<file path="src/rtl/wfunc_pkg.sv">
// Shared register map and state encodings for the window-function block and its APB loader.
package wfunc_pkg;
  localparam int CTRL_IDX         = 0;
  localparam int STATUS_IDX       = 1;
  localparam int CTRL_SOFT_RST    = 0;
  localparam int CTRL_CHANGE      = 8;
  localparam int STATUS_STATE_LSB = 8;
  localparam int STATUS_STATE_MSB = 9;

  typedef enum logic [1:0] {
    IDLE = 2'b00,
    WAIT = 2'b01,
    BUSY = 2'b10
  } wfunc_state_e;

  typedef enum logic [2:0] {
    LD_IDLE, LD_RST, LD_POLL, LD_COEF, LD_ARM, LD_CHK, LD_DONE
  } ld_state_e;

  function automatic logic [31:0] ctrl_word(input int bitpos);
    return 32'(1) << bitpos;
  endfunction
endpackage

</file>
<file path="src/rtl/wfunc_apb_xfer.sv">
// Two-phase APB initiator: a request accepted while idle or in ACCESS starts SETUP next cycle.
module wfunc_apb_xfer #(
  parameter int APB_AW = 16
) (
  input  logic              clk,
  input  logic              rst_n,
  input  logic              req,
  input  logic              wr,
  input  logic [APB_AW-1:0] addr,
  input  logic [31:0]       wdata,
  output logic              ack,
  output logic [31:0]       rdata,
  output logic              psel,
  output logic              penable,
  output logic              pwrite,
  output logic [APB_AW-1:0] paddr,
  output logic [31:0]       pwdata,
  input  logic [31:0]       prdata
);
  logic can_issue;

  assign can_issue = !psel || penable;
  assign ack       = psel && penable;
  assign rdata     = prdata;

  always_ff @(posedge clk or negedge rst_n) begin
    if (!rst_n) begin
      psel    <= 1'b0;
      penable <= 1'b0;
      pwrite  <= 1'b0;
      paddr   <= '0;
      pwdata  <= '0;
    end else if (req && can_issue) begin
      psel    <= 1'b1;
      penable <= 1'b0;
      pwrite  <= wr;
      paddr   <= addr;
      pwdata  <= wdata;
    end else if (psel && !penable) begin
      penable <= 1'b1;
    end else begin
      psel    <= 1'b0;
      penable <= 1'b0;
    end
  end
endmodule

</file>
<file path="src/rtl/wfunc_apb_loader.sv">
// Loads a window coefficient stream into the window-function block over APB:
// soft reset, wait for IDLE, write all words, optionally change state, confirm status.
module wfunc_apb_loader
  import wfunc_pkg::*;
#(
  parameter int FFT_SIZE = 8192,
  parameter int APB_AW   = $clog2(FFT_SIZE - 1) + 2 + 1,
  parameter int POLL_MAX = 8
) (
  input  logic              clk,
  input  logic              rst_n,
  input  logic              start,
  input  logic              arm,
  output logic              busy,
  output logic              done,
  output logic              error,
  input  logic              s_tvalid,
  output logic              s_tready,
  input  logic [31:0]       s_tdata,
  input  logic              s_tlast,
  output logic              psel,
  output logic              penable,
  output logic              pwrite,
  output logic [APB_AW-1:0] paddr,
  output logic [31:0]       pwdata,
  input  logic [31:0]       prdata
);
  localparam int IW = $clog2(FFT_SIZE);
  localparam int PW = $clog2(POLL_MAX + 1);
  localparam logic [APB_AW-1:0] CTRL_ADDR   = APB_AW'((FFT_SIZE + CTRL_IDX) * 4);
  localparam logic [APB_AW-1:0] STATUS_ADDR = APB_AW'((FFT_SIZE + STATUS_IDX) * 4);
  localparam logic [IW-1:0]     LAST_IDX    = IW'(FFT_SIZE - 1);

  ld_state_e         state, state_nxt;
  logic              arm_q, arm_nxt, err_q, err_nxt, fin_q, fin_nxt;
  logic              busy_q, done_q, tready_q;
  logic [IW-1:0]     idx_q, idx_nxt;
  logic [PW-1:0]     poll_q, poll_nxt;
  logic              req, wr, ack, hs;
  logic [APB_AW-1:0] addr;
  logic [31:0]       wdata, rdata;
  logic [1:0]        st;
  logic              unused_rdata;

  assign st           = rdata[STATUS_STATE_MSB:STATUS_STATE_LSB];
  assign unused_rdata = ^{rdata[31:STATUS_STATE_MSB+1], rdata[STATUS_STATE_LSB-1:0]};
  assign hs           = tready_q && s_tvalid;

  wfunc_apb_xfer #(.APB_AW(APB_AW)) u_xfer (
    .clk    (clk),
    .rst_n  (rst_n),
    .req    (req),
    .wr     (wr),
    .addr   (addr),
    .wdata  (wdata),
    .ack    (ack),
    .rdata  (rdata),
    .psel   (psel),
    .penable(penable),
    .pwrite (pwrite),
    .paddr  (paddr),
    .pwdata (pwdata),
    .prdata (prdata)
  );

  // Each state issues its follow-on request in the ACCESS cycle so transfers run back-to-back.
  always_comb begin
    state_nxt = state;
    arm_nxt   = arm_q;
    err_nxt   = err_q;
    fin_nxt   = fin_q;
    idx_nxt   = idx_q;
    poll_nxt  = poll_q;
    req       = 1'b0;
    wr        = 1'b0;
    addr      = STATUS_ADDR;
    wdata     = '0;
    case (state)
      LD_IDLE, LD_DONE: begin
        state_nxt = LD_IDLE;
        if (start) begin
          state_nxt = LD_RST;
          arm_nxt   = arm;
          err_nxt   = 1'b0;
          req       = 1'b1;
          wr        = 1'b1;
          addr      = CTRL_ADDR;
          wdata     = ctrl_word(CTRL_SOFT_RST);
        end
      end
      LD_RST: begin
        if (ack) begin
          state_nxt = LD_POLL;
          poll_nxt  = '0;
          req       = 1'b1;
        end
      end
      LD_POLL: begin
        if (ack) begin
          if (st == IDLE) begin
            state_nxt = LD_COEF;
            idx_nxt   = '0;
            fin_nxt   = 1'b0;
          end else if (poll_q == PW'(POLL_MAX - 1)) begin
            err_nxt   = 1'b1;
            state_nxt = LD_DONE;
          end else begin
            poll_nxt = poll_q + PW'(1);
            req      = 1'b1;
          end
        end
      end
      LD_COEF: begin
        if (hs) begin
          req     = 1'b1;
          wr      = 1'b1;
          addr    = APB_AW'({idx_q, 2'b00});
          wdata   = s_tdata;
          idx_nxt = idx_q + IW'(1);
          if (s_tlast != (idx_q == LAST_IDX)) begin
            err_nxt = 1'b1;
            fin_nxt = 1'b1;
          end else if (idx_q == LAST_IDX) begin
            fin_nxt = 1'b1;
          end
        end
        // A framing error ends the load after its word is written, skipping CHANGE STATE.
        if (ack && fin_q) begin
          if (err_q) begin
            state_nxt = LD_DONE;
          end else if (arm_q) begin
            state_nxt = LD_ARM;
            req       = 1'b1;
            wr        = 1'b1;
            addr      = CTRL_ADDR;
            wdata     = ctrl_word(CTRL_CHANGE);
          end else begin
            state_nxt = LD_CHK;
            req       = 1'b1;
          end
        end
      end
      LD_ARM: begin
        if (ack) begin
          state_nxt = LD_CHK;
          req       = 1'b1;
        end
      end
      LD_CHK: begin
        if (ack) begin
          state_nxt = LD_DONE;
          if (arm_q ? !(st == WAIT || st == BUSY) : (st != IDLE)) err_nxt = 1'b1;
        end
      end
      default: state_nxt = LD_IDLE;
    endcase
  end

  always_ff @(posedge clk or negedge rst_n) begin
    if (!rst_n) begin
      state    <= LD_IDLE;
      arm_q    <= 1'b0;
      err_q    <= 1'b0;
      fin_q    <= 1'b0;
      idx_q    <= '0;
      poll_q   <= '0;
      busy_q   <= 1'b0;
      done_q   <= 1'b0;
      tready_q <= 1'b0;
    end else begin
      state    <= state_nxt;
      arm_q    <= arm_nxt;
      err_q    <= err_nxt;
      fin_q    <= fin_nxt;
      idx_q    <= idx_nxt;
      poll_q   <= poll_nxt;
      busy_q   <= !(state_nxt inside {LD_IDLE, LD_DONE});
      done_q   <= (state_nxt == LD_DONE);
      // Ready is low in the SETUP cycle after a handshake and once the final word is taken.
      tready_q <= (state_nxt == LD_COEF) && !fin_nxt && !hs;
    end
  end

  assign busy     = busy_q;
  assign done     = done_q;
  assign error    = err_q;
  assign s_tready = tready_q;
endmodule
</file>
<file path="config.mk">
export PLATFORM = sky130hd
export DESIGN_NAME = wfunc_apb_loader
export DESIGN_NICKNAME = d
export VERILOG_FILES = /design/src/rtl/wfunc_pkg.sv /design/src/rtl/wfunc_apb_xfer.sv /design/src/rtl/wfunc_apb_loader.sv
export SDC_FILE = /design/constraint.sdc
export NUM_CORES = 1
export LEC_CHECK = 0
export CORE_UTILIZATION = 40
export CTS_BUF_LIST = sky130_fd_sc_hd__clkbuf_4 sky130_fd_sc_hd__clkbuf_8
export CTS_CLUSTER_SIZE = 12
export DETAILED_ROUTE_END_ITERATION = 12
export PLACE_DENSITY = 0.72
export SLEW_MARGIN = 15
export SYNTH_ARGS = -nofsm -noshare
export SYNTH_HDL_FRONTEND = slang
export SYNTH_SLANG_ARGS = --single-unit
</file>
<file path="constraint.sdc">
create_clock -name clk -period 2.2 [get_ports clk]
set_input_delay 0.66 -clock clk [delete_from_list [all_inputs] [get_ports clk]]
set_output_delay 0.66 -clock clk [all_outputs]
set_load 0.01 [all_outputs]
</file>
== Yosys cells after proc, flatten, opt, wreduce, memory -nomap -nowiden ==
Index checks and enable logic that the tools add are counted.

* Add/sub/neg operators: 2
* Equality and inequality tests: 25
* Muxes and demuxes: 65
* Reductions and logical operators: 29

{| class="wikitable"
|+ Operators by type and width
! operator !! count
|-
| 32-bit 2-to-1 mux || 4
|-
| 16-bit 2-to-1 mux || 4
|-
| 32-bit one-hot mux with 2 select lines || 1
|-
| 13-bit 2-to-1 mux || 3
|-
| 1-bit 2-to-1 mux || 32
|-
| 16-bit one-hot mux with 2 select lines || 1
|-
| 13-bit one-hot mux with 2 select lines || 1
|-
| 3-bit 2-to-1 mux || 8
|-
| 2-bit inequality test, second input constant || 11
|-
| 3-bit one-hot mux with 6 select lines || 1
|-
| 4-bit 2-to-1 mux || 4
|-
| 13-bit by 1-bit adder with 13-bit output, second input constant || 1
|-
| 13-bit == test, second input constant || 1
|-
| 3-bit == test, second input constant || 4
|-
| 3-bit by 2-bit == test with 1-bit output, second input constant || 3
|-
| 9-bit AND reduction || 1
|-
| 1-bit one-hot mux with 4 select lines || 2
|-
| 4-bit one-hot mux with 2 select lines || 1
|-
| 2-bit nonzero test || 4
|-
| 1-bit logical AND || 7
|-
| 1-bit zero test || 6
|-
| 3-bit zero test || 2
|-
| 5-bit AND reduction || 1
|-
| 4-bit by 1-bit adder with 4-bit output, second input constant || 1
|-
| 14 further kinds || 17
|}

* Register bits: 77
* Bits of input ports: 70
* Logic and storage cells: 135

== Logic depth before layout (Yosys ltp) ==
Gate-level depths: netlist of the first run.

* Word-level depth: 8
* Depth in mapped cells: 9
* Gate-level depth less buffers: 7

== Modules after synthesis ==
A second synthesis of the first run with hierarchy kept.

* Cells, all modules: 378
* Area total of the unflattened synthesis: 4195.3 sq um

{| class="wikitable"
|+ By module, submodules not included
! module !! instances !! cells an instance !! area each (sq um)
|-
| wfunc_apb_xfer || 1 || 142 || 2184.6
|-
| wfunc_apb_loader || 1 || 236 || 2010.7
|}

== Worst setup path after synthesis of the first run ==
Ideal clock, no wire load.

* Path type: input to register
* Start: input prdata[8]
* End: register u_xfer.paddr[10]
* Arrival time: 2187 ps
* Setup slack: -121 ps
* Stages on the path: 8
* Cell sequence: inv_1 ha_1 nor2_1 a32o_1 a2111oi_4 buf_2 buf_2 o31ai_1

* Cells in the longest elaborated chain, start to end: 5

{| class="wikitable"
|+ RTL lines
! item !! RTL line !! text
|-
| start: declaration || wfunc_apb_loader.sv:26 || <nowiki>input logic [31:0] prdata</nowiki>
|-
| 2-bit zero test || wfunc_apb_loader.sv:100 || <nowiki>if (st == IDLE) begin</nowiki>
|-
| 1-bit 2-to-1 mux || wfunc_apb_loader.sv:100 ||
|-
| 1-bit 2-to-1 mux || wfunc_apb_loader.sv:99 || <nowiki>if (ack) begin</nowiki>
|-
| 1-bit one-hot mux with 4 select lines || wfunc_apb_loader.sv:78 || <nowiki>case (state)</nowiki>
|-
| 1-bit logical AND || wfunc_apb_xfer.sv:33 || <nowiki>end else if (req && can_issue) begin</nowiki>
|-
| end signal: assignment || wfunc_apb_xfer.sv:37 || <nowiki>paddr <= addr;</nowiki>
|-
| end: declaration || wfunc_apb_xfer.sv:16 || <nowiki>output logic [APB_AW-1:0] paddr,</nowiki>
|}

Every way passes these cells.
A chain may end at the register's enable or synchronous reset.

== Worst setup path in the final report of the first run ==
* Start: register poll_q[1]
* End: register u_xfer.pwdata[31]

* Cells in the longest elaborated chain, start to end: 6

{| class="wikitable"
|+ RTL lines
! item !! RTL line !! text
|-
| start: declaration || wfunc_apb_loader.sv:38 || <nowiki>logic [PW-1:0] poll_q, poll_nxt;</nowiki>
|-
| start signal: assignment || wfunc_apb_loader.sv:176 || <nowiki>poll_q <= poll_nxt;</nowiki>
|-
| 4-bit by 3-bit == test with 1-bit output || wfunc_apb_loader.sv:104 || <nowiki>end else if (poll_q == PW'(POLL_MAX - 1)) begin</nowiki>
|-
| 1-bit 2-to-1 mux || wfunc_apb_loader.sv:104 ||
|-
| 1-bit 2-to-1 mux || wfunc_apb_loader.sv:100 ||
|-
| 1-bit 2-to-1 mux || wfunc_apb_loader.sv:99 ||
|-
| 1-bit one-hot mux with 4 select lines || wfunc_apb_loader.sv:78 ||
|-
| 1-bit logical AND || wfunc_apb_xfer.sv:33 ||
|-
| end signal: assignment || wfunc_apb_xfer.sv:38 || <nowiki>pwdata <= wdata;</nowiki>
|-
| end: declaration || wfunc_apb_xfer.sv:17 || <nowiki>output logic [31:0] pwdata,</nowiki>
|}

Every way passes these cells.

==> flow_summary.yaml, run 1 <==
synthesis:
  syn_area_sq_um: 3640
  yosysUniqueCellTypes: 41
  synth_edf_count: 0
  yosys_warnings: 0
  async_flop_share_pct: 100
  avgSynthCellArea_sq_um: 9.57
  ys_ff_latch: 75
  ys_seq_area_share_pct: 51.5
  netlist_instances: 381
  synth-main-ff-cell: "dfrtp_1"
clock_tree:
  htree_levels: 3
  cts-hold-fix-buffers: 0
  clk_latency_ns: 0.34
  cts_made_buffers: 9
  clock-root-buffer: "clkbuf_8"
  cts_tree: "built"
  path_clk_slew_ns: 0.08
  clock-sinks: 75
  clk_path_buf_depth: 2
worst_setup_path:
  startpoint_type: "flop"
  cp_max_fo: 6
  path_class: "reg2reg"
  worstPathRequired_ns: 2.42
  crit_arrival_ns: 2.37
  worstSetupEndpointType: "flop"
layout:
  mostFrequentLayoutCells: "clkdlybuf4s50_1, dfrtp_1, nand2_1"
  num_antenna_cells: 0
  area_delta_synth_final_pct: 46.9
  final_nets: 567
  utilization_pct: 61.1
  layout_commonest_cell: "clkdlybuf4s50_1"
  drive_gt1_share_pct: 16.1
run:
  max_cap_viol_count: 0
routing:
  drc: 0
  ant_nets: 0
  viasPerCell: 5.39
  drtIter0Drc: 246
  routed_wl_um: 9500
  avgRoutedWirePerCell_um: 15.7
  drtPass1Iterations: 5
  num_vias: 3261
global_routing:
  antenna_found_initial: 0
  grt_max_degree: 89
  grt_usage_pct: 20.0
  grt_pass1_vias: 3107
  grt_overflow: 0
  grt_pass1_wl_um: 15400
sta:
  hold_viol: 0
  final.setup.tns_ns: 0
  fin_crit_ns: 2.15
  setup_violations: 0
  tightest_slew_ns: 0.608
  rsz0062_at_grt: "true"
  slew-limit-headroom_pct: 59.2
  maxSlewViolCount: 0
  period_share_pct: 97.5
  clock.fmax_mhz: 466
  skew_ns: 0.00734
pwr:
  p_leak_nw: 2.22
  p_per_area_nw_per_um2: 1150
  irDropWorstVdd_uv: 537
die:
  ioPinCount: 125
  rows: 34
  die-width_um: 97.5
  die-area_sq_um: 9500
  core_area_sq_um: 8760
  start_util_pct: 41.6
  die_y_um: 97.5
min_path:
  hold_path_class: "in2async"
status:
  status: "completed"
placed_design:
  gp_congestion: 0.902
  hpwl_um: 6110
  portBuffers: 92
==> synthesized netlist by cell type (2+ instances only) <==
library cell	number	area, sq um
or3_1	2	12.5
o21ai_0	50	250
o31ai_1	43	323
or4_1	2	15.0
nor2b_1	6	37.5
nand2_1	54	203
clkbuf_1	17	63.8
and3_1	3	18.8
nor3b_1	3	22.5
nor3_1	6	30.0
dfrtp_1	75	1880
xor2_1	11	96.3
mux2_2	5	56.3
nand3b_1	5	37.5
nand2b_1	7	43.8
nand3_1	8	40.0
inv_1	7	26.3
ha_1	3	37.5
a22o_1	2	17.5
a211oi_1	3	22.5
a21oi_1	5	25.0
and2_1	2	12.5
nand4_1	7	43.8
buf_2	7	35.0
a32o_1	2	20.0
buf_4	7	52.6
nor2_1	25	93.8
==> registers in the layout, indices dropped and copies added, names as in the netlist <==
signal	flops
arm_q	1
busy	1
done	1
error	1
fin_q	1
idx_q	13
poll_q	4
s_tready	1
state	3
u_xfer.paddr	14
u_xfer.penable	1
u_xfer.psel	1
u_xfer.pwdata	32
u_xfer.pwrite	1
==> timing repair <==
action,in CTS,in global routing
cloned,3,2
gates resized for setup,12,24
buffers inserted,2,3
pin swaps,4,7
endpoints found under the setup margin,47,39
==> worst paths after layout <==
path,startpoint,to,slack (ns),cells after the start
max,poll_q[1],u_xfer.pwdata[31],0.05,8
min,rst_n,u_xfer.pwdata[5],0.12,1
max reg2reg,poll_q[1],u_xfer.pwdata[31],0.05,8
min reg2reg,u_xfer.pwdata[25],u_xfer.pwdata[25],0.50,2
max in group asynchronous,rst_n,state[1],1.54,2
min in group clk,u_xfer.pwdata[25],u_xfer.pwdata[25],0.50,2
==> cells by family (layout without fill, tap and decap cells) <==
| group | Yosys count | in the layout | synth area share (%) |
|---|---|---|---|
| flip-flops | 75 | 75 | 51.5 |
| AND/OR/NAND/NOR | 132 | 132 | 17.2 |
| other | 1 | 2 | 0.103 |
| AO/OA/AOI/OAI | 114 | 114 | 20.6 |
| buffers and inverters | 38 | 153 | 4.87 |
| adder cells (fa/ha/maj) | 3 | 3 | 1.03 |
| XOR/XNOR | 12 | 12 | 2.88 |
| multiplexers | 6 | 6 | 1.82 |
==> power breakdown <==
part / total (W) / internal (W) / switching [W]
Combinational: 0.00289 / 0.00147 / 0.00142
Clock: 0.00124 / 0.000741 / 0.000497
Sequential: 0.00201 / 0.00170 / 0.000312
==> worst max-delay path, cell delays in order (launching register included) <==
cell	delay (ns)
dfrtp_1	0.40
ha_4	0.16
nand3b_1	0.12
a32o_2	0.29
a2111oi_4	0.48
buf_6	0.22
buf_6	0.14
buf_16	0.13
o31ai_1	0.07
==> final cells by class <==
type                       count  area [sq um]
fill                         725          3410
multi-input combinational    269          1700
clock buffer                   9           124
sequential                    75          1880
tap                          108           135
inverter                       7          26.3
timing repair buffer         132          1390
clock inverter                 5           104
==> per-layer routing <==
| layer | up-vias | global-route usage, % | wire (um) |
|---|---|---|---|
| met5 | - | 0 | 0 |
| met4 | 0 | 5.77 | 142 |
| met3 | 15 | 4.24 | 468 |
| met2 | 109 | 32.4 | 4690 |
| met1 | 1556 | 27.1 | 4210 |
| li1 | 1581 | - | - |
==> per-stage QoR <==
stage	std cells	hold WS (ns)	power [W]	setup WS, ns	area [sq um]
after detailed placement	582	0.488	0.00440	-0.469	4880
after global routing	605	0.111	0.00650	-0.0529	5350
final	605	0.124	0.00613	0.0541	5350
after floorplan	382	0.364	0.00323	-0.0243	3660
after CTS	601	0.110	0.00594	0.0183	5230
after global placement	582	0.485	0.00433	-0.429	4880
Note: power is estimated with default switching activity, not from simulation.
==> run 2: changes to the inputs <==
Settings changed: ABC_CLOCK_PERIOD_IN_PS set to 2200, CORE_MARGIN set to 10.
==> run 2 against run 1 <==
Sequential cell count stayed put. First-iteration DRC count shrank 23%. Clock-buffer cell count rose by 1. Hold slack better by 0.18 ns. Register-to-register slack improved by 0.03 ns. Utilization fell by 1.1 points. Non-clock buffer count is 1 higher. Clock skew up 0.0083 ns. Fmax down 1.3%. Critical path depth is 3 higher. Routed wire length is 12% higher. Sequential power about the same.
==> flow_summary.yaml, run 2 (same netlist as run 1, synthesis figures left out) <==
status:
  status: "completed"
routing:
  drtPass1Iterations: 5
  viasPerCell: 5.44
  routed_wl_um: 10600
  ant_nets: 0
  drc: 0
  drtIter0Drc: 189
  num_vias: 3309
  avgRoutedWirePerCell_um: 17.5
placed_design:
  hpwl_um: 7050
  portBuffers: 92
  gp_congestion: 0.901
  post-place-cells: 581
pwr:
  seqPwrFrac_pct: 33.2
  p_leak_nw: 2.20
  power.total_w: 0.00599
  comb_power_share_pct: 47.9
  irDropWorstVdd_uv: 548
  swShare_pct: 37.8
  p_sw_w: 0.00226
  clkPwrFrac_pct: 18.9
  p_int_w: 0.00373
  p_per_area_nw_per_um2: 1130
layout:
  layout_commonest_cell: "clkdlybuf4s50_1"
  fillers: 754
  multi_input_area_sq_um: 1630
  num_antenna_cells: 0
  layout.cells.non_filler: 608
  area_delta_synth_final_pct: 44.9
  largest_reg_flops: 32
  final_nets: 568
  drive_gt1_share_pct: 14.6
  mostFrequentLayoutCells: "clkdlybuf4s50_1, dfrtp_1, nand2_1"
  regMostFlops: "u_xfer.pwdata"
  seq_area_sq_um: 1880
  top_regs: "u_xfer.pwdata x32, u_xfer.paddr x14, idx_q x13"
global_routing:
  grt_pass1_wl_um: 16500
  grt_pass1_vias: 3161
  grt_overflow: 0
  grt_usage_pct: 15.5
  antenna_found_initial: 0
  grt_max_degree: 89
die:
  rows: 34
  start_util_pct: 41.4
  core_area_sq_um: 8810
  die_y_um: 115
  die-area_sq_um: 13300
  ioPinCount: 125
  die-width_um: 115
clock_tree:
  cts_made_buffers: 9
  clk_latency_ns: 0.37
  clock-sinks: 75
  clk_path_buf_depth: 2
  cts-hold-fix-buffers: 0
  cts_tree: "built"
  htree_levels: 3
  path_clk_slew_ns: 0.09
  clock-root-buffer: "clkbuf_8"
worst_setup_path:
  crit_arrival_ns: 2.44
  path_class: "in2reg"
  r2r-start: "state[0]"
  cp_max_fo: 8
  startpoint: "prdata[9]"
  worstPathRequired_ns: 2.47
  worstSetupEndpointType: "flop"
  startpoint_type: "primary input"
min_path:
  hold_path_class: "in2async"
sta:
  fin_hold_ws_ns: 0.309
  rsz0062_at_grt: "true"
  setup_violations: 0
  fin_crit_ns: 2.18
  skew_ns: 0.0156
  period_share_pct: 98.9
  maxSlewViolCount: 0
  clock.fmax_mhz: 460
  tightest_slew_ns: 0.735
  hold_viol: 0
  slew-limit-headroom_pct: 51.0
run:
  max_cap_viol_count: 0
## run 2: cell types whose count changed in the layout (fill, tap and decap cells not counted), moves of 3 or more
cell,before,now
o21ai_0,47,40
o21ai_1,1,10
o31ai_1,39,43
o31ai_4,3,0
dlygate4sd2_1,0,3
## run 2: final cells by class
class	count	area share (%)
Clock buffer	10	2.61
Clock inverter	6	1.37
Inverter	7	0.497
Multi-Input combinational cell	269	30.8
Sequential cell	75	35.6
Tap cell	108	2.56
Timing Repair Buffer	133	26.6
## run 2: final timing paths
| path | end | slack, ns | cells after the start |
|---|---|---|---|
| max | u_xfer.pwdata[6] | 0.02 | 11 |
| min | u_xfer.pwdata[1] | 0.31 | 2 |
| min reg2reg | u_xfer.pwdata[12] | 0.49 | 2 |
| min in group clk | u_xfer.pwdata[12] | 0.49 | 2 |
| max reg2reg | u_xfer.pwdata[6] | 0.08 | 8 |
| max in group asynchronous | u_xfer.penable | 1.54 | 2 |
## run 2: metal layers
metal	part of all wire [%]	vias to the layer above	track usage, %
met3	6.0	19	4.34
met2	51	102	25.7
met4	2.3	0	6.00
met1	41	1603	18.7
met5	0	-	0
li1	-	1585	-
## run 2: repair_timing
| action | in CTS | in global routing |
|---|---|---|
| gates cloned | 3 | 3 |
| endpoints found under the setup margin | 48 | 43 |
| pin swaps | 0 | 3 |
| gates resized for setup | 15 | 15 |
| setup buffers | 3 | 3 |
## run 2: metrics by stage
step / instance area (sq um) / setup TNS (ns) / worst slack, ns / util (%)
after global placement: 4850 / -24.53 / -0.461 / 55.0
after global routing: 5280 / -0.781 / -0.0475 / 60.0
after CTS: 5190 / 0 / 0.0101 / 59.0
after floorplan: 3660 / -0.243 / -0.0243 / -
after detailed placement: 4850 / -26.62 / -0.487 / 55.0
final: 5280 / 0 / 0.0249 / 60.0
## run 2: worst max-delay path, stage by stage
cell and delay [ns]:
dlygate4sd2_1 0.24, inv_2 0.07, ha_4 0.14, nor2_4 0.04
a32o_2 0.24, a2111oi_4 0.41, buf_6 0.17, buf_6 0.13
clkbuf_16 0.15, o21ai_0 0.08, o31ai_1 0.12
## run 2: power by group through the flow
stage               sequential, W  combinational (W)  clock (W)
finish                    0.00199            0.00287    0.00113
global placement          0.00199            0.00230          0
floorplan                 0.00204            0.00119          0
CTS                       0.00198            0.00267    0.00115
global route              0.00204            0.00311    0.00122
detailed placement        0.00200            0.00234          0
